==> src/rtl/player_cannon.sv <==
// Player ship: movement, single projectile, enemy-shot hit detection,
// lives / invulnerability / game-over tracking on the game-tick clock.
module player_cannon #(
  parameter int unsigned SHIP_Y       = 450,
  parameter int unsigned X_CENTER     = 320,
  parameter int unsigned X_MIN        = 20,
  parameter int unsigned X_MAX        = 620,
  parameter int unsigned HALF_W       = 10,
  parameter int unsigned HALF_H       = 8,
  parameter int unsigned PROJ_STEP    = 2,
  parameter int unsigned LIVES        = 3,
  parameter int unsigned INVULN_TICKS = 63
) (
  input  logic        clk_4,
  input  logic        clr,
  input  logic        play,
  input  logic        btn_left,
  input  logic        btn_right,
  input  logic        btn_fire,
  input  logic        projectile_hit,
  input  logic [45:0] enemy_projectiles_x,
  input  logic [44:0] enemy_projectiles_y,
  output logic [9:0]  ship_x,
  output logic [9:0]  projectiles_x,
  output logic [9:0]  projectiles_y,
  output logic [1:0]  lives,
  output logic        player_hit,
  output logic        game_over,
  output logic        invuln
);

  localparam int unsigned XW    = 10;
  localparam int unsigned CW    = 11;
  localparam int unsigned TW    = 6;
  localparam int unsigned LW    = 2;
  localparam int unsigned SLOTS = 5;

  localparam logic [1:0] IDLE  = 2'd0;
  localparam logic [1:0] ALIVE = 2'd1;
  localparam logic [1:0] HIT   = 2'd2;
  localparam logic [1:0] DEAD  = 2'd3;

  logic [1:0]    state, state_n;
  logic [TW-1:0] timer, timer_n;
  logic          fire_q;
  logic [XW-1:0] ship_n, px_n, py_n;
  logic [LW-1:0] lives_n;
  logic          hit_n, over_n, invuln_n;

  logic [XW-1:0] ex [SLOTS];
  logic [XW-1:0] ey [SLOTS];
  logic [SLOTS-1:0] slot_hit;
  logic          fire_edge, hit_any;

  // Unpack the enemy buses; slot 4 carries a full 10-bit x.
  always_comb begin
    for (int k = 0; k < SLOTS - 1; k++) begin
      ex[k] = XW'(enemy_projectiles_x[9*k +: 9]);
      ey[k] = XW'(enemy_projectiles_y[9*k +: 9]);
    end
    ex[SLOTS-1] = enemy_projectiles_x[45:36];
    ey[SLOTS-1] = XW'(enemy_projectiles_y[44:36]);
  end

  // Box test at 11 bits, written with additions only so nothing underflows.
  always_comb begin
    for (int k = 0; k < SLOTS; k++) begin
      slot_hit[k] = (ey[k] != '0)
                  && (CW'(ey[k]) + CW'(HALF_H) >= CW'(SHIP_Y))
                  && (CW'(ey[k]) <= CW'(SHIP_Y) + CW'(HALF_H))
                  && (CW'(ex[k]) + CW'(HALF_W) > CW'(ship_x))
                  && (CW'(ex[k]) < CW'(ship_x) + CW'(HALF_W));
    end
  end

  assign hit_any   = |slot_hit;
  assign fire_edge = btn_fire & ~fire_q;

  always_comb begin
    state_n = state;
    timer_n = timer;
    ship_n  = ship_x;
    px_n    = projectiles_x;
    py_n    = projectiles_y;
    lives_n = lives;
    hit_n   = 1'b0;

    if (state == ALIVE || state == HIT) begin
      if (btn_left && !btn_right && (CW'(ship_x) > CW'(X_MIN)))
        ship_n = ship_x - XW'(1);
      else if (btn_right && !btn_left && (CW'(ship_x) < CW'(X_MAX)))
        ship_n = ship_x + XW'(1);

      // Retirement beats stepping; a busy projectile also blocks any fire edge.
      if (projectiles_y != '0) begin
        if (projectile_hit || (CW'(projectiles_y) <= CW'(PROJ_STEP))) begin
          px_n = '0;
          py_n = '0;
        end else begin
          py_n = projectiles_y - XW'(PROJ_STEP);
        end
      end else if (state == ALIVE && fire_edge) begin
        px_n = ship_x;
        py_n = XW'(SHIP_Y - 10);
      end
    end

    case (state)
      IDLE: if (play) state_n = ALIVE;
      ALIVE: begin
        if (hit_any) begin
          hit_n = 1'b1;
          if (lives > LW'(1)) begin
            lives_n = lives - LW'(1);
            timer_n = TW'(INVULN_TICKS);
            state_n = HIT;
          end else begin
            lives_n = '0;
            px_n    = '0;
            py_n    = '0;
            state_n = DEAD;
          end
        end
      end
      HIT: begin
        if (timer <= TW'(1)) begin
          timer_n = '0;
          state_n = ALIVE;
        end else begin
          timer_n = timer - TW'(1);
        end
      end
      default: begin
        px_n = '0;
        py_n = '0;
      end
    endcase

    // Dropping play re-initialises everything and overrides any same-tick hit.
    if (!play) begin
      state_n = IDLE;
      timer_n = '0;
      ship_n  = XW'(X_CENTER);
      px_n    = '0;
      py_n    = '0;
      lives_n = LW'(LIVES);
      hit_n   = 1'b0;
    end

    over_n   = (state_n == DEAD);
    invuln_n = (state_n == HIT);
  end

  always_ff @(posedge clk_4 or negedge clr) begin
    if (!clr) begin
      state         <= IDLE;
      timer         <= '0;
      fire_q        <= 1'b0;
      ship_x        <= XW'(X_CENTER);
      projectiles_x <= '0;
      projectiles_y <= '0;
      lives         <= LW'(LIVES);
      player_hit    <= 1'b0;
      game_over     <= 1'b0;
      invuln        <= 1'b0;
    end else begin
      state         <= state_n;
      timer         <= timer_n;
      fire_q        <= btn_fire;
      ship_x        <= ship_n;
      projectiles_x <= px_n;
      projectiles_y <= py_n;
      lives         <= lives_n;
      player_hit    <= hit_n;
      game_over     <= over_n;
      invuln        <= invuln_n;
    end
  end

endmodule

==> config.mk <==
export PLATFORM = sky130hd
export DESIGN_NAME = player_cannon
export DESIGN_NICKNAME = d
export VERILOG_FILES = /design/src/rtl/player_cannon.sv
export SDC_FILE = /design/constraint.sdc
export NUM_CORES = 1
export LEC_CHECK = 0
export CORE_ASPECT_RATIO = 1.2
export CORE_MARGIN = 5
export CORE_UTILIZATION = 53
export CTS_CLUSTER_DIAMETER = 50
export DETAILED_ROUTE_END_ITERATION = 10
export HOLD_SLACK_MARGIN = 0.02
export PLACE_DENSITY = 0.83
export SYNTH_ARGS = -nofsm -noshare
export SYNTH_HDL_FRONTEND = slang
export SYNTH_SLANG_ARGS = --single-unit
==> constraint.sdc <==
create_clock -name clk_4 -period 4.9 [get_ports clk_4]
set_input_delay 1.225 -clock clk_4 [delete_from_list [all_inputs] [get_ports clk_4]]
set_output_delay 1.225 -clock clk_4 [all_outputs]
set_load 0.02 [all_outputs]
==> results.md <==
- Routed length on met3: 1130 um
- Fill count: 893
- Compound-Gate Fraction of Synth Area: 0.233
- Clock Latency Late Sink: 290 ps
- Total global-route track usage: 0.269
- Critical path, cell by cell: clkdlybuf4s50_1, ha_1, o21ai_0, xnor2_1, ha_1, nand3_1, nand2_1, a2111oi_0, buf_4, a221oi_2, a32o_1, nor4b_2, and2_1, o41ai_4, buf_12, a311oi_1
- Netlist cell types: 75
- Routed wire length: 18300 um
- Max-slew violations: 0
- Post-synthesis sequential area ratio: 0.186
- CP bufs+invs: 3
- Rel. slew slack: 0.207
- Ys flop type: dfrtp_1
- Share of cells above drive strength 1: 0.0563
- Post-Syn Area: 5930 um2
- N_diodes: 0
- Gate Count Post-Synth: 704
- CP Launch Point: enemy_projectiles_x[10]
- Crit path capture: projectiles_y[6]
- CTS Buffer Depth: 2
- Max VDD drop: 338 uV
- Reg2Reg Setup Slack: 760 ps
- Area delta synth->final: 29.3%
- Max layer used: met4
- Total Power: 1.62 mW
- Chip height: 126 um
- Post-synthesis simple-gate area fraction: 0.198
- Commonest non-fill, non-tap cells in the layout: 131 x clkdlybuf4s50_1, 122 x ha_1, 76 x nor2_1
- Die Wd: 107 um
- TritonCTS Buffers: 5
- Worst path slowest cell: clkdlybuf4s50_1
- Cell family with most CP delay: compound AO/OA/AOI/OAI gates
- Routability Congestion: 0.907
- Synth Register Bits: 44
- Asr flop ratio synth: 1.00
- Max stage delay on crit path: 520 ps
- Final period util: 0.964
- Tmin final: 4720 ps
- Area share of fa/ha/maj cells after synthesis: 0.261
- Remaining global-route overflow: 0
- Post-route DRC: 0
- Port Buffers: 132
- Vias in the first global route: 6269
- Commonest non-fill, non-tap cell in the layout: clkdlybuf4s50_1
- Worst r2r dst: invuln
- CTS hold repair buffers: 0
- Routed length on met1: 7270 um
- Row Count: 42
- Drt initial violations: 297
- RSZ-0062 raised after global routing: false
- Setup Buffers After CTS: 0
- Initial antenna violation count: 0
- Max Clock Skew: 6.71 ps
- Path depth of the worst reg2reg path: 12
- WL/cell: 18.6 um
- Layout Nets: 1073
- DRT antenna net count: 0
- Via count: 6105
- Syn avg cell area: 8.43 um2
- Post-detail-place hpwl: 14500 um
- H-tree depth: 2
- Req. time, crit path: 5090 ps
- Post-synth EDFFs: 0
- Most frequent CP cell: ha_1
- CP arrival: 4910 ps
- Vias per inst: 6.20
- PwrDens: 211 nW/um2
- Setup crit start kind: input pin
- Dpl cell area: 7520 um2
- YS warnings: 0
- CORE AREA: 11000 um2
- Worst setup EP type: flip-flop
- Drt first pass iters: 5
- Worst Hold Class: flip-flop to flip-flop
- WP depth: 16
- Status: complete, no violations
- WL met2: 9320 um
- Clk pin slew, worst setup/hold paths: 70 ps
- Mux contribution to synthesized area: 0.0129
- Die ar.: 13400 um2
- XOR/XNOR Fraction of Synth Area: 0.0679
- Fmax: 0.212 GHz
- Setup-failing EPs final: 0
- Final Hold Fails: 0
- Crit path max fanout: 20
- Synth Net Count: 925
- Starting Density: 0.540
- Largest net degree at the start of global routing: 45
- First-pass GRT wire length: 30000 um
- Design area: 7670 um2
- Leak Pwr: 3.39 nW
- Worst Tran Pin Value: 1180 ps
- Max-Cap Viols: 0
- Clk root buf: clkbuf_16
- Worst R2R Start: ship_x[5]
- Combinational family with the most area after synthesis: adder cells
- Kind of critical path: input pin to flip-flop
- CTS Sinks: 44
- CTS tree: done
- Io pins: 133
-- logic make-up after synthesis --
kind of cell | Yosys count
AOI/OAI and AO/OA | 203
xor gates and xnor gates | 46
adders and majority gates | 123
buffers and inverters | 59
DFF | 44
muxes | 7
and+or+nand+nor | 222
-- cell usage after synthesis (9+ instances only) --
cell | number | area, um2
a21o_1 | 10 | 75.1
nor2b_1 | 9 | 56.3
dfrtp_1 | 40 | 1000
nand2_1 | 35 | 131
xor2_1 | 15 | 131
xnor2_1 | 31 | 272
nor3_1 | 21 | 105
nand2b_1 | 12 | 75.1
inv_1 | 44 | 165
o21ai_0 | 48 | 240
a22oi_1 | 10 | 75.1
a211oi_1 | 11 | 82.6
a21oi_1 | 49 | 245
ha_1 | 122 | 1530
nand4_1 | 14 | 87.6
nor2_1 | 76 | 285
-- metrics by stage --
stage	util	setup TNS, ps	hold WS [ps]	cells	setup WS (ps)
CTS	0.698	0	543	985	239
detailed placement	0.685	-299	531	977	-57.1
floorplan	-	0	517	704	768
global route	0.699	0	573	985	7.32
global placement	0.685	0	521	977	69.6
finish	0.699	0	540	985	177
-- sequential cells by signal (all words and copies together) (netlist names) --
signal and cells:
projectiles_y 10, invuln 1, ship_x 10, fire_q 1, state 2, timer 6
lives 2, projectiles_x 10, game_over 1, player_hit 1
-- worst min-delay path by stage --
stage	slack, ps	end	start	cells after the start
floorplan	520	timer[1]	timer[1]	1
global placement	520	projectiles_x[0]	projectiles_x[0]	2
detailed placement	530	projectiles_x[7]	projectiles_x[7]	2
CTS	540	projectiles_x[0]	projectiles_x[0]	2
global route	570	lives[1]	lives[1]	2
finish	540	projectiles_x[0]	projectiles_x[0]	2
-- worst reg2reg max path, cell delays in order, from the launching register on --
cell	delay (ps)
dfrtp_1	550
inv_1	320
xnor2_1	710
ha_1	380
a21o_1	180
a2111oi_0	400
a221oi_1	130
nor4_1	290
buf_4	170
nor4b_2	60
and2_1	250
a41oi_1	350
nor4b_4	240
-- layer usage --
metal	vias up	global-route usage
li1	2942	-
met1	2895	0.313
met2	228	0.495
met3	40	0.0374
met4	0	0.101
met5	-	0
-- report_power, final --
part           switching (mW)  internal (mW)  leakage, nW
clock network           0.145          0.190       0.0702
registers              0.0497          0.394        0.589
logic                   0.460          0.378         2.73
-- cell type report --
class	count	area, um2	area share
multi-input cells	601	4580	0.598
repair buffers	155	1500	0.196
flip-flops and latches	44	1110	0.144
inverters	45	169	0.0220
well taps	132	165	0.0215
clock buffers	5	125	0.0163
clock inverters	3	21.3	0.00277
-- repair_timing --
item                       CTS  global route
hold endpoints to repair     0             0
setup endpoints to repair    0             7
resized for setup            0             2
No activity file was read; power rests on OpenSTA's default activity.
